--- config.mk ---
export PLATFORM = sky130hd
export DESIGN_NAME = sar_search_ctrl
export DESIGN_NICKNAME = d
export VERILOG_FILES = /design/src/rtl/sar_search_ctrl.sv
export SDC_FILE = /design/constraint.sdc
export NUM_CORES = 1
export LEC_CHECK = 0
export CAP_MARGIN = 20
export CORE_ASPECT_RATIO = 1.1
export CORE_MARGIN = 3
export CORE_UTILIZATION = 45
export CTS_BUF_LIST = sky130_fd_sc_hd__clkbuf_8
export CTS_CLUSTER_DIAMETER = 30
export DETAILED_ROUTE_END_ITERATION = 8
export HOLD_SLACK_MARGIN = 0.15
export PLACE_DENSITY_LB_ADDON = 0.2
export SLEW_MARGIN = 10
export SYNTH_ARGS = -nofsm -noshare
export SYNTH_HDL_FRONTEND = slang
export SYNTH_SLANG_ARGS = --single-unit
--- constraint.sdc ---
create_clock -name clk -period 3.56 [get_ports clk]
set_input_delay 0.356 -clock clk [delete_from_list [all_inputs] [get_ports clk]]
set_output_delay 0.356 -clock clk [all_outputs]
set_load 0.02 [all_outputs]
--- src/rtl/sar_search_ctrl.sv ---
// sar_search_ctrl
//
// Successive-approximation search controller. It drives the probe operand
// of an external combinational magnitude comparator whose other operand is
// an unknown target, and recovers that target one bit per clock, MSB first.
// A final verify compare confirms the recovered value.
//
// Configuration macro: EARLY_EXIT_EN
//   defined   - an "equal" answer during SEARCH ends the search at once
//               (found=1, VERIFY skipped).
//   undefined - "equal" during SEARCH is treated like "less" (bit kept) and
//               latency is fixed at WIDTH+2 cycles from the start edge.
//
// Ports
//   clk     in   1      clock, rising edge
//   rst_n   in   1      asynchronous active-low reset
//   start   in   1      search request, sampled only in IDLE
//   cmp_l   in   1      comparator: probe <  target
//   cmp_e   in   1      comparator: probe == target
//   cmp_g   in   1      comparator: probe >  target
//   probe   out  WIDTH  registered value presented to the comparator
//   busy    out  1      high in SEARCH and VERIFY
//   done    out  1      one-cycle completion pulse
//   found   out  1      final compare returned equal; held until next start
//   err     out  1      invalid comparator code seen; held until next start
//   result  out  WIDTH  recovered value; held until next start
module sar_search_ctrl #(
    parameter int WIDTH = 4
) (
    input  logic             clk,
    input  logic             rst_n,
    input  logic             start,
    input  logic             cmp_l,
    input  logic             cmp_e,
    input  logic             cmp_g,
    output logic [WIDTH-1:0] probe,
    output logic             busy,
    output logic             done,
    output logic             found,
    output logic             err,
    output logic [WIDTH-1:0] result
);

    localparam int KW = $clog2(WIDTH);
    localparam logic [KW-1:0]    K_MSB     = KW'(WIDTH - 1);
    localparam logic [KW-1:0]    K_ONE     = KW'(1);
    localparam logic [WIDTH-1:0] PROBE_MSB = {1'b1, {(WIDTH-1){1'b0}}};

    typedef enum logic [1:0] {
        S_IDLE,
        S_SEARCH,
        S_VERIFY,
        S_DONE
    } state_e;

    state_e            state_q, state_d;
    logic [WIDTH-1:0]  probe_q, probe_d;
    logic [KW-1:0]     k_q, k_d;
    logic              found_q, found_d;
    logic              err_q, err_d;
    logic [WIDTH-1:0]  result_q, result_d;

    logic              code_ok;
    logic              early_hit;

    // Exactly one of l/e/g must be asserted for a trustworthy answer.
    always_comb begin
        code_ok = 1'b0;
        case ({cmp_l, cmp_e, cmp_g})
            3'b100, 3'b010, 3'b001: code_ok = 1'b1;
            default:                code_ok = 1'b0;
        endcase
    end

`ifdef EARLY_EXIT_EN
    assign early_hit = cmp_e;
`else
    assign early_hit = 1'b0;
`endif

    always_comb begin
        state_d  = state_q;
        probe_d  = probe_q;
        k_d      = k_q;
        found_d  = found_q;
        err_d    = err_q;
        result_d = result_q;

        case (state_q)
            S_IDLE: begin
                if (start) begin
                    probe_d  = PROBE_MSB;
                    k_d      = K_MSB;
                    found_d  = 1'b0;
                    err_d    = 1'b0;
                    result_d = '0;
                    state_d  = S_SEARCH;
                end
            end

            S_SEARCH: begin
                if (!code_ok) begin
                    err_d    = 1'b1;
                    found_d  = 1'b0;
                    result_d = probe_q;
                    state_d  = S_DONE;
                end else if (early_hit) begin
                    found_d  = 1'b1;
                    result_d = probe_q;
                    state_d  = S_DONE;
                end else begin
                    // Trial bit k stays set unless the probe overshoots.
                    if (cmp_g) begin
                        probe_d[k_q] = 1'b0;
                    end
                    if (k_q != '0) begin
                        probe_d[k_q - K_ONE] = 1'b1;
                        k_d                  = k_q - K_ONE;
                    end else begin
                        state_d = S_VERIFY;
                    end
                end
            end

            S_VERIFY: begin
                if (!code_ok) begin
                    err_d   = 1'b1;
                    found_d = 1'b0;
                end else begin
                    found_d = cmp_e;
                end
                result_d = probe_q;
                state_d  = S_DONE;
            end

            S_DONE: begin
                // start is deliberately not looked at here.
                state_d = S_IDLE;
            end

            default: state_d = S_IDLE;
        endcase
    end

    always_ff @(posedge clk or negedge rst_n) begin
        if (!rst_n) begin
            state_q  <= S_IDLE;
            probe_q  <= '0;
            k_q      <= '0;
            found_q  <= 1'b0;
            err_q    <= 1'b0;
            result_q <= '0;
        end else begin
            state_q  <= state_d;
            probe_q  <= probe_d;
            k_q      <= k_d;
            found_q  <= found_d;
            err_q    <= err_d;
            result_q <= result_d;
        end
    end

    assign probe  = probe_q;
    assign busy   = (state_q == S_SEARCH) || (state_q == S_VERIFY);
    assign done   = (state_q == S_DONE);
    assign found  = found_q;
    assign err    = err_q;
    assign result = result_q;

endmodule

==> results.sh, run 1 <==
export IMPL_outcome="complete, no violations"
export IMPL_initial_core_util=0.4813
export IMPL_drtIter0Drc=14
export IMPL_gp_congestion=0.8550
export IMPL_hold_viol=0
export IMPL_fmax_mhz=452.6
export IMPL_yosysWarningCount=0
export IMPL_cts_made_buffers=3
export IMPL_cts_setup_buffers=0
export IMPL_met3_usage=0.04152
export IMPL_dp_hpwl_mm=1.289
export IMPL_cp_max_fo=8
export IMPL_viasPerCell=5.664
export IMPL_power_density_mw_per_mm2=879.5
export IMPL_setup_viol_count_final=0
export IMPL_slew_limit_headroom=0.5929
export IMPL_dp_cells=124
export IMPL_io_pins=18
export IMPL_track_usage=0.1619
export IMPL_io_buffers=17
export IMPL_core_mm2=0.001802
export IMPL_cts_max_level=1
export IMPL_clkSinkCount=14
export IMPL_crit_required_ns=3.20
export IMPL_die_h_um=52.04
export IMPL_avgSynthCellArea_um2=9.634
export IMPL_grt_pass1_vias=681
export IMPL_die_x_um=47.86
export IMPL_path_class="flip-flop to output port"
export IMPL_drcViolationCount=0
export IMPL_die_area_mm2=0.002490
export IMPL_finalNonFillerCells=128
export IMPL_syn_inst=90
export IMPL_vdd_drop_max_uv=462.0
export IMPL_ant_nets=0
export IMPL_grt_busiest_layer="met2"
export IMPL_worst_pin_slew_ns=0.6088
export IMPL_worst_ep_arrival_time_ns=1.85
export IMPL_endpoint_kind="output port"
export IMPL_synth_top_area_share=0.4040
export IMPL_r2r_end="probe[3]"
export IMPL_synth_top_family_by_area="compound AO/OA/AOI/OAI gates"
export IMPL_power_leakage_nw=0.4937
export IMPL_drv_cap=0
export IMPL_grt_use_met2=0.2599
export IMPL_cts_root_buf="clkbuf_8"
export IMPL_synthTopCellsByArea="dfrtp_1 (40%), ha_1 (12%), mux2i_1 (5.8%)"
export IMPL_finalMaxSlewViolations=0
export IMPL_hold_path_class="input port to async pin"
export IMPL_synth_xor_area_share=0
export IMPL_layout_area_overhead_vs_synth_pct=27.71
export IMPL_synth_distinct_cells=29
export IMPL_wl_per_cell_um=13.23
export IMPL_totalWireLength_mm=1.693
export IMPL_reg2reg_depth=6
export IMPL_rrSetupSlack_ns=1.76
export IMPL_cts_tree="built"
export IMPL_vias=725
export IMPL_antenna_found_initial=0
export IMPL_cts_hold_buf=0
export IMPL_layout_nets=125
export IMPL_cts_resized=0
export IMPL_grt_pass1_wl_mm=2.925
export IMPL_critPathLaunchType="flip-flop"
export IMPL_fin_skew_ns=0.0005824
export IMPL_muxShareOfSynthArea=0.07071
export IMPL_yosysTopAreaCell="dfrtp_1"
export IMPL_drive_above_1_share=0.08182
export IMPL_grt_max_degree=15
export IMPL_antenna_cells=0
export IMPL_reg2reg_from="state_q[0]"
export IMPL_synthesis_area_um2=867.1
export IMPL_synth_fa_ha_area_frac=0.1154
export IMPL_finalCritPeriodShare=0.6207
export IMPL_fin_crit_ns=2.210
export IMPL_cts_reportedPaths_clkPinSlew_ns=0.06
export IMPL_synth_simple_gate_area_frac=0.1530
export IMPL_row_count=16
export IMPL_clock_path_buffers=2
export IMPL_synth_compound_area_frac=0.1962
export IMPL_tns_ns=0
export IMPL_overflow=0
export IMPL_seq_area_frac_synth=0.4040
export IMPL_synth_fp_nets=104
export IMPL_ys_ff_latch=14
export IMPL_clock_latency_ns=0.24
export IMPL_dr_pass1_iters=4
export IMPL_grt_util_met1=0.2004
export IMPL_rsz0062_at_grt="false"
area by class of cell:
class	count	area, um2
fill	151	694.4
multi-input combinational	63	464.2
sequential	14	350.3
timing repair buffer	17	170.2
clock buffer	4	55.05
inverter	12	45.04
tap	18	22.52
layer usage:
| layer | share of wire | vias to the layer above |
|---|---|---|
| met2 | 0.45 | 22 |
| met5 | 0 | - |
| met4 | 0.018 | 0 |
| met3 | 0.045 | 4 |
| li1 | - | 356 |
| met1 | 0.48 | 343 |
flip-flops by register name, summed over array words and instances (netlist names):
name,flops
state_q,2
result,4
err,1
found,1
k_q,2
probe,4
cells in the mapped netlist:
library cell   n
a21oi_1        3
a221oi_1       1
a22oi_1        1
a31o_4         1
a31oi_1        5
a32o_1         2
a41o_1         1
and2_4         1
and2b_2        1
buf_4          1
dfrtp_1       14
ha_1           8
inv_1         12
mux2_1         1
mux2i_1        5
nand2_1       10
nand2b_1       1
nand3_1        2
nand4_1        2
nor2_1         5
nor2b_1        3
o21ai_0        3
o21ai_1        1
o21ai_2        1
o21bai_1       1
o22ai_1        1
o2bb2ai_1      1
o32ai_1        1
or3_4          1
where the power goes:
part	internal (mW)	switching (mW)	leakage [nW]	total [mW]
combinational	0.249	0.303	0.291	0.552
sequential	0.218	0.0502	0.174	0.268
clock	0.0979	0.0560	0.0288	0.154
critical path, cell delays in order (launching register included):
cell             delay (ns)
dfrtp_1                0.42
inv_1                  0.10
ha_1                   0.44
clkdlybuf4s50_1        0.66
cells in the final DEF, fill, tap and decap left out, types with 2 or more instances in the layout:
cell type / count
clkdlybuf4s50_1: 17
dfrtp_1: 14
inv_1: 12
nand2_1: 10
ha_1: 8
nor2_1: 5
mux2i_1: 5
a31oi_1: 5
clkbuf_8: 4
o21ai_0: 3
nor2b_1: 3
a21oi_1: 3
nand3_1: 2
a32o_1: 2
nand4_1: 2
logic make-up after synthesis:
group           Yosys count
simple gates             26
buf+inv                  13
fa+ha+maj                 8
flops                    14
mux                       6
compound gates           23
per-stage QoR:
stage / hold WS [ns] / util / cell area, um2 / setup WS, ns / power [mW]
6_report: 0.4940 / 0.6146 / 1107 / 1.350 / 0.9739
5_1_grt: 0.5250 / 0.6146 / 1107 / 1.200 / 1.061
4_1_cts: 0.5146 / 0.6146 / 1107 / 1.335 / 0.9778
3_5_place_dp: 0.4806 / 0.5840 / 1052 / 1.433 / 0.8223
3_3_place_gp: 0.4804 / 0.5840 / 1052 / 1.456 / 0.8190
2_1_floorplan: 0.06041 / - / 867.1 / 2.019 / 0.6426
how the worst max path moves through the flow:
stage                           from  depth (start not counted)         end  slack (ns)
final                     state_q[0]                          3        busy        1.35
after global routing      state_q[0]                          3        busy        1.20
after floorplan           state_q[1]                          7    probe[0]        2.02
after CTS                 state_q[0]                          3        busy        1.34
after detailed placement       cmp_e                          5   result[1]        1.43
after global placement         cmp_g                          5  state_q[1]        1.46
(Power assumes the default switching activity.)
==> run 2, diff against run 1 <==
==> constraint.sdc (replaced) <==
create_clock -name clk -period 2 [get_ports clk]
set_input_delay 0.2 -clock clk [delete_from_list [all_inputs] [get_ports clk]]
set_output_delay 0.2 -clock clk [all_outputs]
set_load 0.02 [all_outputs]
==> run 2 against run 1 <==
Compared with the run above: routed wire length rose by 0.83%; clock power rose by 77%; flip-flop and latch count did not move; hold slack got worse by 0.14 ns; final cell count rose by 2.3%; global-route usage barely moved; clock skew rose by 0.0023 ns; critical endpoint unchanged; via count fell by 1.1%; largest cell class unchanged; count of clock-buffer cells in the layout did not move; power rose by 81%; register-to-register slack got worse by 1.6 ns; utilization rose by 1.2 points.
==> results.sh, run 2 (same netlist as run 1, synthesis figures left out) <==
export IMPL_pre_cts_ws_ns=0.1346
export IMPL_drtIter0Drc=12
export IMPL_drcViolationCount=0
export IMPL_clock_latency_ns=0.24
export IMPL_reg2reg_from="state_q[1]"
export IMPL_grt_pass1_vias=678
export IMPL_cts_resized=0
export IMPL_grt_max_degree=15
export IMPL_fin_util=0.6271
export IMPL_gp_congestion=0.8593
export IMPL_cts_tree="built"
export IMPL_fin_crit_ns=1.886
export IMPL_ant_nets=0
export IMPL_layout_commonest_cell="clkdlybuf4s50_1"
export IMPL_die_area_mm2=0.002490
export IMPL_outcome="complete, no violations"
export IMPL_drv_cap=0
export IMPL_viasPerCell=5.473
export IMPL_slew_limit_headroom=0.5767
export IMPL_worstSetupStartpoint="state_q[0]"
export IMPL_worst_pin_slew_ns=0.6330
export IMPL_vdd_drop_max_uv=713.7
export IMPL_hold_path_class="input port to async pin"
export IMPL_row_count=16
export IMPL_finalWorstSetupSlack_ns=0.1137
export IMPL_critPathLaunchType="flip-flop"
export IMPL_power_leakage_nw=0.5080
export IMPL_dr_wl_met2_um=774
export IMPL_totalWireLength_mm=1.707
export IMPL_clock_path_buffers=2
export IMPL_cts_root_buf="clkbuf_8"
export IMPL_layout_common_cells="clkdlybuf4s50_1 (17), dfrtp_1 (14), inv_1 (12)"
export IMPL_core_mm2=0.001802
export IMPL_cp_max_fo=5
export IMPL_wl_met1_um=821
export IMPL_initial_core_util=0.4813
export IMPL_power_density_mw_per_mm2=1562
export IMPL_path_class="flip-flop to output port"
export IMPL_cts_max_level=1
export IMPL_routed_wl_met3_um=88
export IMPL_drive_above_1_share=0.1062
export IMPL_highest_layer="met4"
export IMPL_finalMaxSlewViolations=0
export IMPL_crit_required_ns=1.80
export IMPL_cts_reportedPaths_clkPinSlew_ns=0.06
export IMPL_tns_ns=0
export IMPL_layout_area_overhead_vs_synth_pct=30.30
export IMPL_cts_hold_buf=0
export IMPL_worst_ep_arrival_time_ns=1.69
export IMPL_cts_made_buffers=3
export IMPL_overflow=0
export IMPL_hold_viol=0
export IMPL_io_buffers=17
export IMPL_endpoint_kind="output port"
export IMPL_track_usage=0.1617
export IMPL_cts_setup_buffers=0
export IMPL_die_x_um=47.86
export IMPL_fmax_mhz=530.1
export IMPL_dp_hpwl_mm=1.325
export IMPL_io_pins=18
export IMPL_die_h_um=52.04
export IMPL_fin_skew_ns=0.002857
export IMPL_setup_viol_count_final=0
export IMPL_finalCritPeriodShare=0.9431
export IMPL_rsz0062_at_grt="false"
export IMPL_layout_nets=128
export IMPL_dr_pass1_iters=4
export IMPL_wl_per_cell_um=13.03
export IMPL_vias=717
export IMPL_antenna_cells=0
export IMPL_grt_pass1_wl_mm=2.911
export IMPL_antenna_found_initial=0
export IMPL_clkSinkCount=14
## run 2: final timing paths
path	end	slack (ns)	cells after the start
setup / recovery	busy	0.11	3
hold / removal	state_q[1]	0.35	1
setup reg to reg	probe[0]	0.19	6
hold reg to reg	found	0.50	1
max in group asynchronous	k_q[1]	1.24	1
min in group clk	found	0.50	1
## run 2: critical path, stage by stage (launching register included)
cell	delay, ns
dfrtp_1	0.41
inv_1	0.10
ha_1	0.32
clkdlybuf4s50_1	0.61
## run 2: layout make-up
type                            instances  area (um2)
Inverter                               12       45.04
Sequential cell                        14       350.3
Multi-Input combinational cell         63       464.2
Tap cell                               18       22.52
Clock buffer                            4       55.05
Fill cell                             152       671.9
Timing Repair Buffer                   20       192.7
## run 2: metal layers
metal  track usage  vias to the layer above
met3       0.03114                        2
met1        0.2102                      331
met5             0                        -
met4       0.05381                        0
li1              -                      362
met2        0.2599                       22
## run 2: stage by stage
stage          hold slack, ns  instance area (um2)  std cells  total power, mW
2_1_floorplan        -0.09559                867.1         90            1.144
3_3_place_gp           0.4754                 1075        127            1.482
3_5_place_dp           0.4820                 1075        127            1.497
4_1_cts                0.3767                 1130        131            1.775
5_1_grt                0.4128                 1130        131            1.910
6_report               0.3500                 1130        131            1.765
## run 2: report_power, final
| part | switching (mW) | leakage [nW] | internal (mW) |
|---|---|---|---|
| clock network | 0.0979 | 0.0288 | 0.174 |
| registers | 0.0880 | 0.174 | 0.388 |
| logic | 0.550 | 0.305 | 0.466 |
| total | 0.736 | 0.508 | 1.03 |
==> run 3, diff against run 2 <==
--- a/config.mk
+++ b/config.mk
@@ -8,7 +8,7 @@
 export CAP_MARGIN = 20
 export CORE_ASPECT_RATIO = 1.1
 export CORE_MARGIN = 3
-export CORE_UTILIZATION = 45
+export CORE_UTILIZATION = 47
 export CTS_BUF_LIST = sky130_fd_sc_hd__clkbuf_8
 export CTS_CLUSTER_DIAMETER = 30
 export DETAILED_ROUTE_END_ITERATION = 8
==> run 3 against run 2 <==
Compared with the run above: worst setup slack worse by 0.017 ns; hold slack got worse by 0.015 ns; utilization is 5.6 points higher; highest routed layer is now met3.
==> results.sh, run 3 (same netlist as run 1, synthesis figures left out) <==
export IMPL_fmax_mhz=525.5
export IMPL_intPower_mw=1.028
export IMPL_die_x_um=46.95
export IMPL_cts_made_buffers=3
export IMPL_grt_pass1_wl_mm=2.994
export IMPL_layout_common_cells="clkdlybuf4s50_1 (17), dfrtp_1 (14), inv_1 (12)"
export IMPL_worstSetupStartpoint="state_q[0]"
export IMPL_p_switching_uw=750.0
export IMPL_drv_cap=0
export IMPL_grt_pass1_vias=679
export IMPL_dr_pass1_iters=4
export IMPL_totalWireLength_mm=1.795
export IMPL_reg2reg_depth=6
export IMPL_clkSinkCount=14
export IMPL_rsz0062_at_grt="false"
export IMPL_pwr_share_clk=0.152
export IMPL_fin_crit_ns=1.903
export IMPL_cp_max_fo=5
export IMPL_ant_nets=0
export IMPL_overflow=0
export IMPL_cts_reportedPaths_clkPinSlew_ns=0.06
export IMPL_initial_core_util=0.5250
export IMPL_die_h_um=51.05
export IMPL_hold_viol=0
export IMPL_whs_ns=0.3351
export IMPL_met3_usage=0.03169
export IMPL_pre_cts_ws_ns=0.1200
export IMPL_fin_util=0.6833
export IMPL_cts_root_buf="clkbuf_8"
export IMPL_finalMaxSlewViolations=0
export IMPL_layout_nets=128
export IMPL_slew_limit_headroom=0.6002
export IMPL_antenna_cells=0
export IMPL_tns_ns=0
export IMPL_dp_hpwl_mm=1.402
export IMPL_rrSetupSlack_ns=0.18
export IMPL_grt_busiest_layer="met2"
export IMPL_outcome="complete, no violations"
export IMPL_cts_hold_buf=0
export IMPL_power_leakage_nw=0.5080
export IMPL_finalWorstSetupSlack_ns=0.09695
export IMPL_worst_ep_arrival_time_ns=1.70
export IMPL_grt_use_met2=0.2692
export IMPL_switching_share=0.4217
export IMPL_io_pins=18
export IMPL_r2r_end="probe[3]"
export IMPL_pwr_share_seq=0.271
export IMPL_row_count=15
export IMPL_power_density_mw_per_mm2=1576
export IMPL_drtIter0Drc=27
export IMPL_cts_resized=0
export IMPL_vias=746
export IMPL_fin_skew_ns=0.002141
export IMPL_layout_commonest_cell="clkdlybuf4s50_1"
export IMPL_critPathLaunchType="flip-flop"
export IMPL_reg2reg_from="state_q[0]"
export IMPL_drive_above_1_share=0.1062
export IMPL_crit_required_ns=1.80
export IMPL_die_area_mm2=0.002397
export IMPL_finalNonFillerCells=130
export IMPL_wl_per_cell_um=13.81
export IMPL_grt_util_met1=0.2291
export IMPL_track_usage=0.1767
export IMPL_dp_cells=126
export IMPL_setup_viol_count_final=0
export IMPL_cts_setup_buffers=0
export IMPL_path_class="flip-flop to output port"
export IMPL_drcViolationCount=0
export IMPL_hold_path_class="input port to async pin"
export IMPL_layout_area_overhead_vs_synth_pct=30.16
export IMPL_cts_max_level=1
export IMPL_endpoint="busy"
export IMPL_finalCritPeriodShare=0.9515
export IMPL_core_mm2=0.001652
export IMPL_comb_power_share=0.577
export IMPL_vdd_drop_max_uv=956.3
export IMPL_viasPerCell=5.738
export IMPL_gp_congestion=0.9122
export IMPL_antenna_found_initial=0
export IMPL_clock_latency_ns=0.24
export IMPL_worst_pin_slew_ns=0.5978
export IMPL_cts_tree="built"
export IMPL_endpoint_kind="output port"
export IMPL_clock_path_buffers=2
export IMPL_grt_max_degree=15
export IMPL_io_buffers=17
-- run 3: cell counts in the layout (fill, tap and decap cells not counted) --
No cell type changed its count.
-- run 3: metrics by stage --
stage / total power, mW / instance area, um2
2_1_floorplan: 1.144 / 867.1
3_3_place_gp: 1.492 / 1074
3_5_place_dp: 1.510 / 1074
4_1_cts: 1.788 / 1129
5_1_grt: 1.905 / 1129
6_report: 1.778 / 1129
-- run 3: routing by layer --
| metal | part of all wire | vias up |
|---|---|---|
| met5 | 0 | - |
| li1 | - | 365 |
| met3 | 0.040 | 0 |
| met1 | 0.48 | 362 |
| met2 | 0.48 | 19 |
| met4 | 0 | 0 |
-- run 3: area by class of cell --
type / count / area (um2)
inverter: 12 / 45.04
clock buffer: 4 / 55.05
sequential: 14 / 350.3
fill: 135 / 523.0
tap: 17 / 21.27
multi-input combinational: 63 / 464.2
timing repair buffer: 20 / 192.7
-- run 3: worst min-delay path by stage --
stage | start | slack [ns] | endpoint | cells past startpoint
6_report | rst_n | 0.34 | err | 1
5_1_grt | rst_n | 0.39 | err | 1
4_1_cts | rst_n | 0.35 | err | 1
3_5_place_dp | found | 0.51 | found | 1
3_3_place_gp | found | 0.49 | found | 1
2_1_floorplan | rst_n | -0.1 | err | 0
-- run 3: power groups by stage --
stage	Clock, mW	Combinational (mW)	Sequential (mW)
after global routing	0.281	1.12	0.499
after detailed placement	0	1.02	0.486
after global placement	0	1.01	0.480
after floorplan	0	0.595	0.548
after CTS	0.276	1.03	0.481
final	0.270	1.03	0.483
-- run 3: critical path, cell delays in order (launching register included) --
cell and delay (ns):
dfrtp_1 0.42, inv_1 0.10, ha_1 0.32, clkdlybuf4s50_1 0.61
